==> src/rtl/iram_prog_controller.sv <==
`default_nettype none
// ============================================================================
// Module   : iram_prog_controller
// Purpose  : Loads the instruction memory from a framed UART byte stream
//            (16-bit word count, little-endian 32-bit words, XOR checksum)
//            and arbitrates the single IRAM port between fetch and loader.
//            While a load runs, prog_ena holds the fetch stage in reset.
// Ports    : clk, Rst (sync, active high)
//            prog_req              - start-load pulse (honoured only in IDLE)
//            rx_data/rx_valid      - received UART byte, one-cycle valid
//            fetch_en/fetch_addr   - fetch read request (passed through idle)
//            imem_en/we/addr/din   - IRAM port
//            prog_ena              - load in progress
//            prog_done             - one-cycle pulse on a successful load
//            prog_err              - sticky load error
//            word_cnt              - words written in current/last load
// Revision : 1.0 - initial release
// ============================================================================
module iram_prog_controller #(
  parameter logic [31:0] BASE_ADDR   = 32'h0,
  parameter int          MAX_WORDS   = 4096,
  parameter int          TIMEOUT_CYC = 1000000
) (
  input  logic        clk,
  input  logic        Rst,
  input  logic        prog_req,
  input  logic [7:0]  rx_data,
  input  logic        rx_valid,
  input  logic        fetch_en,
  input  logic [31:0] fetch_addr,
  output logic        imem_en,
  output logic [3:0]  imem_we,
  output logic [31:0] imem_addr,
  output logic [31:0] imem_din,
  output logic        prog_ena,
  output logic        prog_done,
  output logic        prog_err,
  output logic [15:0] word_cnt
);

  localparam logic [31:0] c_tmo_last  = 32'(TIMEOUT_CYC - 1);
  localparam logic [31:0] c_max_words = 32'(MAX_WORDS);

  typedef enum logic [2:0] {
    S_IDLE   = 3'd0,
    S_LEN0   = 3'd1,
    S_LEN1   = 3'd2,
    S_DATA   = 3'd3,
    S_WRITE  = 3'd4,
    S_CSUM   = 3'd5,
    S_FINISH = 3'd6,
    S_ERROR  = 3'd7
  } state_t;

  state_t      r_state;
  state_t      w_next;
  logic [15:0] r_len;
  logic [15:0] r_word_cnt;
  logic [31:0] r_word;
  logic [7:0]  r_csum;
  logic [1:0]  r_byte_idx;
  logic [31:0] r_tmo;
  logic        r_err;

  logic [15:0] w_len_full;
  logic        w_len_bad;
  logic [15:0] w_cnt_inc;
  logic [31:0] w_wr_addr;
  logic        w_rx_state;
  logic        w_timeout;

  // Full length as it will be once the high byte is latched in LEN1.
  assign w_len_full = {rx_data, r_len[7:0]};
  assign w_len_bad  = (w_len_full == 16'd0) || ({16'd0, w_len_full} > c_max_words);
  assign w_cnt_inc  = r_word_cnt + 16'd1;
  assign w_wr_addr  = BASE_ADDR + {14'd0, r_word_cnt, 2'b00};
  assign w_rx_state = (r_state == S_LEN0) || (r_state == S_LEN1) ||
                      (r_state == S_DATA) || (r_state == S_CSUM);
  assign w_timeout  = (r_tmo == c_tmo_last);

  assign prog_err = r_err;
  assign word_cnt = r_word_cnt;

  always_ff @(posedge clk) begin
    if (Rst) r_state <= S_IDLE;
    else     r_state <= w_next;
  end

  always_comb begin
    w_next    = r_state;
    prog_ena  = (r_state != S_IDLE);
    prog_done = (r_state == S_FINISH);
    imem_en   = 1'b0;
    imem_we   = 4'h0;
    imem_addr = 32'h0;
    imem_din  = 32'h0;

    if (r_state == S_IDLE) begin
      imem_en   = fetch_en;
      imem_addr = fetch_addr;
    end else if (r_state == S_WRITE) begin
      imem_en   = 1'b1;
      imem_we   = 4'hF;
      imem_addr = w_wr_addr;
      imem_din  = r_word;
    end

    // An arriving byte takes priority over a timeout in the same cycle.
    case (r_state)
      S_IDLE:   if (prog_req) w_next = S_LEN0;
      S_LEN0: begin
        if (rx_valid)       w_next = S_LEN1;
        else if (w_timeout) w_next = S_ERROR;
      end
      S_LEN1: begin
        if (rx_valid)       w_next = w_len_bad ? S_ERROR : S_DATA;
        else if (w_timeout) w_next = S_ERROR;
      end
      S_DATA: begin
        if (rx_valid) begin
          if (r_byte_idx == 2'd3) w_next = S_WRITE;
        end else if (w_timeout) begin
          w_next = S_ERROR;
        end
      end
      S_WRITE:  w_next = (w_cnt_inc == r_len) ? S_CSUM : S_DATA;
      S_CSUM: begin
        if (rx_valid)       w_next = (rx_data == r_csum) ? S_FINISH : S_ERROR;
        else if (w_timeout) w_next = S_ERROR;
      end
      S_FINISH: w_next = S_IDLE;
      S_ERROR:  w_next = S_IDLE;
      default:  w_next = S_IDLE;
    endcase
  end

  always_ff @(posedge clk) begin
    if (Rst) begin
      r_len      <= 16'd0;
      r_word_cnt <= 16'd0;
      r_word     <= 32'd0;
      r_csum     <= 8'd0;
      r_byte_idx <= 2'd0;
      r_tmo      <= 32'd0;
      r_err      <= 1'b0;
    end else begin
      case (r_state)
        S_IDLE: begin
          if (prog_req) begin
            r_err      <= 1'b0;
            r_word_cnt <= 16'd0;
            r_csum     <= 8'd0;
            r_byte_idx <= 2'd0;
          end
        end
        S_LEN0: if (rx_valid) r_len[7:0]  <= rx_data;
        S_LEN1: if (rx_valid) r_len[15:8] <= rx_data;
        S_DATA: begin
          if (rx_valid) begin
            r_word[{r_byte_idx, 3'b000} +: 8] <= rx_data;
            r_csum     <= r_csum ^ rx_data;
            r_byte_idx <= r_byte_idx + 2'd1;
          end
        end
        S_WRITE: r_word_cnt <= w_cnt_inc;
        default: ;
      endcase

      // Inter-byte idle timer: restarts on load start and on each accepted byte.
      if (((r_state == S_IDLE) && prog_req) || (w_rx_state && rx_valid))
        r_tmo <= 32'd0;
      else if (w_rx_state)
        r_tmo <= r_tmo + 32'd1;

      if (w_next == S_ERROR)
        r_err <= 1'b1;
    end
  end

endmodule
`default_nettype wire

==> config.mk <==
export PLATFORM = sky130hd
export DESIGN_NAME = iram_prog_controller
export DESIGN_NICKNAME = d
export VERILOG_FILES = /design/src/rtl/iram_prog_controller.sv
export SDC_FILE = /design/constraint.sdc
export NUM_CORES = 1
export LEC_CHECK = 0
export CORE_ASPECT_RATIO = 0.5
export CORE_MARGIN = 2
export CORE_UTILIZATION = 50
export DETAILED_ROUTE_END_ITERATION = 8
export PLACE_DENSITY = 0.79
export SLEW_MARGIN = 10
export SYNTH_ARGS = -nofsm -noshare
export SYNTH_HDL_FRONTEND = slang
export SYNTH_SLANG_ARGS = --single-unit
==> constraint.sdc <==
create_clock -name clk -period 3 [get_ports clk]
set_input_delay 0.6 -clock clk [delete_from_list [all_inputs] [get_ports clk]]
set_output_delay 0.6 -clock clk [all_outputs]
set_load 0.02 [all_outputs]
# After elaboration in Yosys (flattened, before gate mapping)
# Cells that the tools add are included.
dict set report totals {
  elab_cells 84
  in_bits 45
  output_inout_bits 88
  ff_bits 110
}
dict set report op_classes {
  shifts 2
  eq_ne 14
  n_bitwise 1
  order_cmp 1
  add_sub_neg 4
  n_mux 31
  reduce_logical 22
}
# cell count
set ops {}
lappend ops {{32-bit 2-to-1 mux} 3}
lappend ops {{32-bit by 1-bit adder with 32-bit output (second input constant)} 1}
lappend ops {{32-bit bitwise mux} 1}
lappend ops {{32-bit by 20-bit == test with 1-bit output (second input constant)} 1}
lappend ops {{16-bit case mux with 2 select lines} 1}
lappend ops {{8-bit by 7-bit variable shift with 32-bit output (first input constant)} 1}
lappend ops {{8-bit by 7-bit variable part select with 32-bit output} 1}
lappend ops {{3-bit 2-to-1 mux} 9}
lappend ops {{3-bit case mux with 7 select lines} 1}
lappend ops {{18-bit 2-to-1 mux} 1}
lappend ops {{16-bit by 1-bit adder with 16-bit output (second input constant)} 1}
lappend ops {{16-bit == test} 1}
lappend ops {{16-bit by 13-bit > comparator with 1-bit output (second input constant)} 1}
lappend ops {{16-bit zero test} 1}
lappend ops {{16-bit 2-to-1 mux} 1}
lappend ops {{8-bit 2-to-1 mux} 2}
lappend ops {{8-bit case mux with 2 select lines} 1}
lappend ops {{3-bit == test (second input constant)} 5}
lappend ops {{2-bit AND reduction} 5}
lappend ops {{8-bit == test} 1}
lappend ops {{4-bit 2-to-1 mux} 2}
lappend ops {{2-bit nonzero test} 4}
lappend ops {{8-bit XOR} 1}
lappend ops {{5-bit negator with 7-bit output} 1}
lappend ops {{other kinds (14)} 28}

# Longest topological paths before layout
# Gate-level depths: netlist (run 1).
dict set report depth {
  word_depth 8
  mapped_depth 9
}

# Least setup slack after synthesis (run 1)
# OpenSTA, ideal clock, no wires.
dict set report synth_timing {
  kind {register -> register}
  startpoint {reg r_word_cnt[0], in the netlist word_cnt[0]}
  endpoint {reg r_err, in the netlist prog_err}
  path_slack_ns 0.541
  stages_incl_launch_ff 10
  setup_time_ns 0.125
  arrival_ns 2.333
  period_less_slack_ns 2.459
  required_time_ns 2.875
  path_cell_list {dfxtp_1 ha_1 buf_2 o21ba_2 a221oi_1 a21oi_1 or4_4 nor4_4 a21o_2 a22oi_2}
}
dict set report synth_between {
  elab_chain_len 7
  word_cells_on_any_way 9
  cone_classes {add/sub: 1; eq/ne: 2; mux: 3; reduce/logical: 3}
}
# element line_no
set synth_lines {}
lappend synth_lines {{from (decl)} 58} ;# logic [15:0] r_word_cnt;
lappend synth_lines {{from (signal assigned)} 165} ;# S_WRITE: r_word_cnt <= w_cnt_inc;
lappend synth_lines {{16-bit by 1-bit adder with 16-bit output (*)} 75} ;# assign w_cnt_inc = r_word_cnt + 16'd1;
lappend synth_lines {{16-bit == test (*)} 126} ;# S_WRITE: w_next = (w_cnt_inc == r_len) ? S_CSUM : S_DATA;
lappend synth_lines {{3-bit 2-to-1 mux (*)} 126}
lappend synth_lines {{3-bit case mux with 7 select lines (*)} 109} ;# case (r_state)
lappend synth_lines {{3-bit == test (*)} 175} ;# if (w_next == S_ERROR)
lappend synth_lines {{2-bit nonzero test (no line)} --}
lappend synth_lines {{2-bit AND reduction (no line)} --}
lappend synth_lines {{to (signal assigned)} 145} ;# r_err <= 1'b0;
lappend synth_lines {{to (signal assigned)} 150} ;# r_err <= 1'b0;
lappend synth_lines {{to (signal assigned)} 176} ;# r_err <= 1'b1;
lappend synth_lines {{to (decl)} 63} ;# logic r_err;
# Every way passes the cells marked *; elsewhere a longest branch is shown, timed or not.
# A chain may end at the register's enable or synchronous reset.

# Worst setup path after layout (run 1)
dict set report layout_timing {
  startpoint {reg r_state[0]}
  endpoint {out imem_addr[24]}
}
dict set report layout_between {
  elab_chain_len 2
}
# element line_no
set layout_lines {}
lappend layout_lines {{from (decl)} 55} ;# state_t r_state;
lappend layout_lines {{from (signal assigned)} 86} ;# else r_state <= w_next;
lappend layout_lines {{3-bit zero test} 98} ;# if (r_state == S_IDLE) begin
lappend layout_lines {{32-bit 2-to-1 mux} 98}
lappend layout_lines {{to (decl)} 33} ;# output logic [31:0] imem_addr,
# Every way passes these cells.

==> results.ini, run 1 <==
[critical_path]
endpoint_kind = primary output
critPathMaxFanout = 20
cp.arrival_ps = 2250
setup.worst_path.start_class = register
crit_type = register to primary output
worstPathRequired_ps = 2400

[route]
routedWlPerCell_microns = 15.2
wl_microns = 16300
drt-initial-drc-count = 439
route.detailed.drc = 0
drt_pass1_iterations = 5
ant_nets = 0
routed-via-count = 6010
via_per_inst = 5.58

[cells_and_area]
n_fill_cell = 998
drive_gt1_share_pct = 7.23
diodes = 0
area_growth_pct = 29.0
regArea_sq_mm = 0.00220
multi_input_area_sq_mm = 0.00360
final_nets = 961

[clock_network]
postCtsSetupRepairBufs = 0
clk_latency_ps = 350
cts_tree = built
cts.repair.resized = 0
cts.reportedPaths.clkPinSlew_ps = 70
clock_sinks = 110
htree_levels = 3
cts-root-buf = clkbuf_16
holdBufCountCts = 0
clockBufferDepth = 2
cts_buffers = 9

[synthesis]
synth_top_area_cell = dfxtp_1
ys_top_cells_by_area = dfxtp_1 (36%), nor2_1 (6.1%), a21oi_1 (6.0%)
syn-num-nets = 847
syn_inst = 794
synth_flop_cell = dfxtp_1
yosysSeqAreaShare_pct = 35.9
syn_area_sq_mm = 0.00613
yosysWarnings = 0
synth.distinct_cells = 59
ys_ff_latch = 110
avgSynthCellArea_sq_um = 7.72
async_reset_ff_share_pct = 0
post-synth-top-area-fraction_pct = 35.9
synth_edf_count = 0

[sta]
finalHoldViolations = 0
layout_worst_path_cycle_share_pct = 95.0
setup_viol = 0
period_minus_slack_ps = 2850
max_slew.worst_pin.slew_ps = 881
max_slew_margin_pct = 41.1
tns_ps = 0
fin_ws_ps = 150
slew_viol_final = 0
whs_ps = 450
skew_ps = 7.05
rsz0062_at_grt = no
max_freq_mhz = 351

[global_routing]
grt_usage_pct = 24.0
antenna_found_initial = 0
grt-ovfl-total = 0
grt_pass1_wl_microns = 25900
grt_pass1_vias = 5241
grt_max_degree = 77

[placement]
gp_congestion = 0.927
port_buffers = 132
hpwlAfterDp_microns = 11600
post-place-ws_ps = 161

[floorplan]
rows = 28
die_w_microns = 161
start_util_pct = 51.6
dieArea_sq_mm = 0.0132
ios = 133
core_sq_mm = 0.0119
die_y_microns = 82.3

[run]
cap_violations = 0

[worst_hold_path]
min_path_type = register to register

[pwr]
p_leak_uw = 0.00282
power_density_mw_per_mm2 = 507
peakVddDrop_mv = 0.378

[status]
status = completed

sequential cells by signal, indices dropped and copies added, names as in the netlist:
name	cells
r_state	3
prog_err	1
r_csum	8
r_byte_idx	2
word_cnt	16
r_word	32
r_tmo	32
r_len	16
routing by layer:
layer	GRT usage (%)	vias to the layer above	part of all wire, %
met5	0	-	0
met4	6.76	0	1.0
met3	5.09	18	6.8
met2	41.1	204	48
met1	31.3	2827	44
li1	-	2961	-
logic make-up (layout without fill, tap and decap cells):
logic type | after synthesis | in the layout | share of synthesized area (%)
XOR/XNOR | 53 | 53 | 7.58
multiplexers | 26 | 26 | 4.27
flip-flops | 110 | 110 | 35.9
AND/OR/NAND/NOR | 404 | 404 | 33.6
AO/OA/AOI/OAI | 124 | 124 | 11.8
buffers and inverters | 69 | 188 | 5.23
adder cells (fa/ha/maj) | 8 | 8 | 1.63
per-stage QoR:
| step | power, uW | util [%] | cells | cell area, sq um |
|---|---|---|---|---|
| floorplan | 2300 | - | 794 | 6130 |
| global placement | 2760 | 64.0 | 1062 | 7600 |
| detailed placement | 2790 | 64.0 | 1062 | 7600 |
| CTS | 4010 | 66.5 | 1078 | 7900 |
| global route | 4180 | 66.5 | 1078 | 7900 |
| finish | 4010 | 66.5 | 1078 | 7900 |
path summary, 6_finish.rpt:
check	start	end	slack (ps)	depth (start not counted)
setup / recovery	r_state[0]	imem_addr[24]	150	5
hold / removal	r_word[20]	r_word[20]	450	2
setup reg to reg	word_cnt[0]	prog_err	330	8
hold reg to reg	r_word[20]	r_word[20]	450	2
cell usage after synthesis (3+ instances only):
master and n:
and4_1 5, ha_1 8, nor3b_1 3, a21oi_1 74, clkbuf_1 41, nand2b_1 3
inv_1 9, nand3_1 56, or3_1 6, dfxtp_1 110, or4_1 3, nand4_1 12
buf_4 5, and2_1 23, nand3b_1 9, buf_1 4, o2111ai_1 4, nor3_1 8
mux2i_1 25, nor4_1 13, nand2_1 96, o21ai_0 27, nor2b_1 14, and3_1 41
nor2_1 99, xnor2_1 27, xor2_1 26, buf_2 5
critical path, stage by stage, from the launching register on:
cell and delay, ps:
dfxtp_1 330, or2_2 430, nor2_1 150, buf_4 210, and2_1 150, clkdlybuf4s50_1 620
layout by cell type (no fill, tap or decap), drive strengths merged, types with 12 or more instances in the layout:
cell and instances:
a21oi 74, and2 23, and3 42, buf 32
clkdlybuf4s50 131, dfxtp 110, inv 12, mux2i 25
nand2 96, nand3 56, nand4 13, nor2 99
nor2b 14, nor4 16, o21ai 27, xnor2 27
xor2 26
final cells by class:
class	count	area share (%)
clock inverter	7	1.01
timing repair buffer	163	19.6
sequential	110	27.9
clock buffer	9	2.85
tap	165	2.61
inverter	9	0.428
multi-input combinational	615	45.6
report_power, final:
part / total [uW] / leakage [uW] / internal, uW / switching [uW]
registers: 1540 / 0.000888 / 1500 / 44.6
clock network: 1240 / 0.000148 / 660 / 580
logic: 1220 / 0.00178 / 516 / 706
(Power assumes the default switching activity.)
==> run 2: changes to the inputs <==
--- a/config.mk
+++ b/config.mk
@@ -9,7 +9,7 @@
 export CORE_MARGIN = 2
 export CORE_UTILIZATION = 50
 export DETAILED_ROUTE_END_ITERATION = 8
-export PLACE_DENSITY = 0.79
+export DONT_BUFFER_PORTS = 1
 export SLEW_MARGIN = 10
 export SYNTH_ARGS = -nofsm -noshare
 export SYNTH_HDL_FRONTEND = slang
==> run 2 against run 1 <==
First-iteration DRC count shrank 15%. Sequential share of layout area increased by 5.9 points. Flip-flop and latch count did not move. Setup slack better by 230 ps. Via count is 10% lower. Clock power down 6%. Critical endpoint is now prog_err. Largest cell class unchanged.
==> results.ini, run 2 (synthesis results as in run 1) <==
[route]
wl_microns = 15900
drt-initial-drc-count = 372
via_per_inst = 5.74
route.detailed.drc = 0
routed-via-count = 5395
routedWlPerCell_microns = 16.9
drt_pass1_iterations = 5
ant_nets = 0

[global_routing]
grt_max_degree = 79
grt_usage_pct = 23.9
antenna_found_initial = 0
grt-ovfl-total = 0
grt_pass1_vias = 4854
grt_pass1_wl_microns = 25000

[placement]
hpwlAfterDp_microns = 10900
gp_congestion = 0.857
place_area_sq_mm = 0.00624
port_buffers = 0

[floorplan]
die_w_microns = 161
ios = 133
start_util_pct = 51.6
die_y_microns = 82.3
dieArea_sq_mm = 0.0132
core_sq_mm = 0.0119
rows = 28

[cells_and_area]
regArea_sq_mm = 0.00220
largestRegisters = r_tmo: 32 flops, r_word: 32 flops
multi_input_area_sq_mm = 0.00361
drive_gt1_share_pct = 7.74
layout_common_cells = dfxtp_1 (109), nor2_1 (98), nand2_1 (96)
area_growth_pct = 6.60
final_common_cell = dfxtp_1
design_area_sq_mm = 0.00653
diodes = 0
final_nets = 824
n_fill_cell = 1159

[sta]
tns_ps = 0
finalHoldViolations = 0
max_freq_mhz = 381
max_slew.worst_pin.slew_ps = 873
rsz0062_at_grt = no
skew_ps = 9.11
max_slew_margin_pct = 41.4
whs_ps = 319
layout_worst_path_cycle_share_pct = 87.4
setup_viol = 0
slew_viol_final = 0
period_minus_slack_ps = 2620

[worst_hold_path]
min_path_type = input port to register

[clock_network]
cts_tree = built
cts.repair.resized = 0
cts_buffers = 9
clock_sinks = 110
cts-root-buf = clkbuf_16
holdBufCountCts = 0
clockBufferDepth = 2
htree_levels = 3
clk_latency_ps = 350
postCtsSetupRepairBufs = 0
cts.reportedPaths.clkPinSlew_ps = 70

[critical_path]
critPathMaxFanout = 10
crit_type = register to register
cp.arrival_ps = 2890
worstPathRequired_ps = 3270
setup.worst_path.start_class = register
endpoint_kind = register

[run]
cap_violations = 0

[status]
status = completed

[pwr]
peakVddDrop_mv = 0.259
power_density_mw_per_mm2 = 549
p_leak_uw = 0.00231

run 2: changes by cell type in the layout (fill, tap and decap cells not counted), moves of 2 or more:
cell | before | now
buf_4 | 31 | 26
clkbuf_8 | 0 | 3
clkdlybuf4s50_1 | 131 | 0
inv_6 | 2 | 0
run 2: worst max-delay path, cell delays in order, from the launching register on:
cell,delay (ps)
dfxtp_1,620
nand4_1,280
nor4_1,620
xnor2_1,190
o2111ai_1,190
nor4_4,290
o2111ai_1,160
a22oi_2,190
run 2: report_power, final:
part	leakage [uW]	total (uW)	internal, uW	switching [uW]
registers	0.000888	1560	1500	56.6
clock network	0.000144	1160	627	536
logic	0.00128	864	239	625
total	0.00231	3580	2370	1220
run 2: area by class of cell:
cell class / count / share of cell area, %
inverters: 9 / 0.517
multi-input cells: 615 / 55.2
well taps: 165 / 3.16
flip-flops and latches: 110 / 33.7
repair buffers: 26 / 2.99
clock buffers: 12 / 4.08
clock inverters: 3 / 0.287
run 2: worst paths after layout:
path | start | end | cells after the start | slack, ps
max | word_cnt[7] | prog_err | 7 | 380
min | Rst | r_byte_idx[1] | 1 | 320
max reg2reg | word_cnt[7] | prog_err | 7 | 380
min reg2reg | r_word[16] | r_word[16] | 2 | 450
run 2: metrics by stage:
| step | std cells | util (%) | setup WS, ps | total power, uW |
|---|---|---|---|---|
| final | 940 | 55.0 | 379 | 3580 |
| after global routing | 940 | 55.0 | 194 | 3740 |
| after CTS | 940 | 55.0 | 381 | 3610 |
| after detailed placement | 925 | 52.6 | 422 | 2450 |
| after global placement | 925 | 52.6 | 500 | 2440 |
| after floorplan | 794 | - | 541 | 2300 |
run 2: routing by layer:
metal  up-vias  part of all wire [%]  track usage, %
met5         -                     0               0
met4         0                   1.8            7.93
met1      2518                    48            31.1
met3        21                   7.0            6.84
li1       2687                     -               -
met2       169                    44            38.9
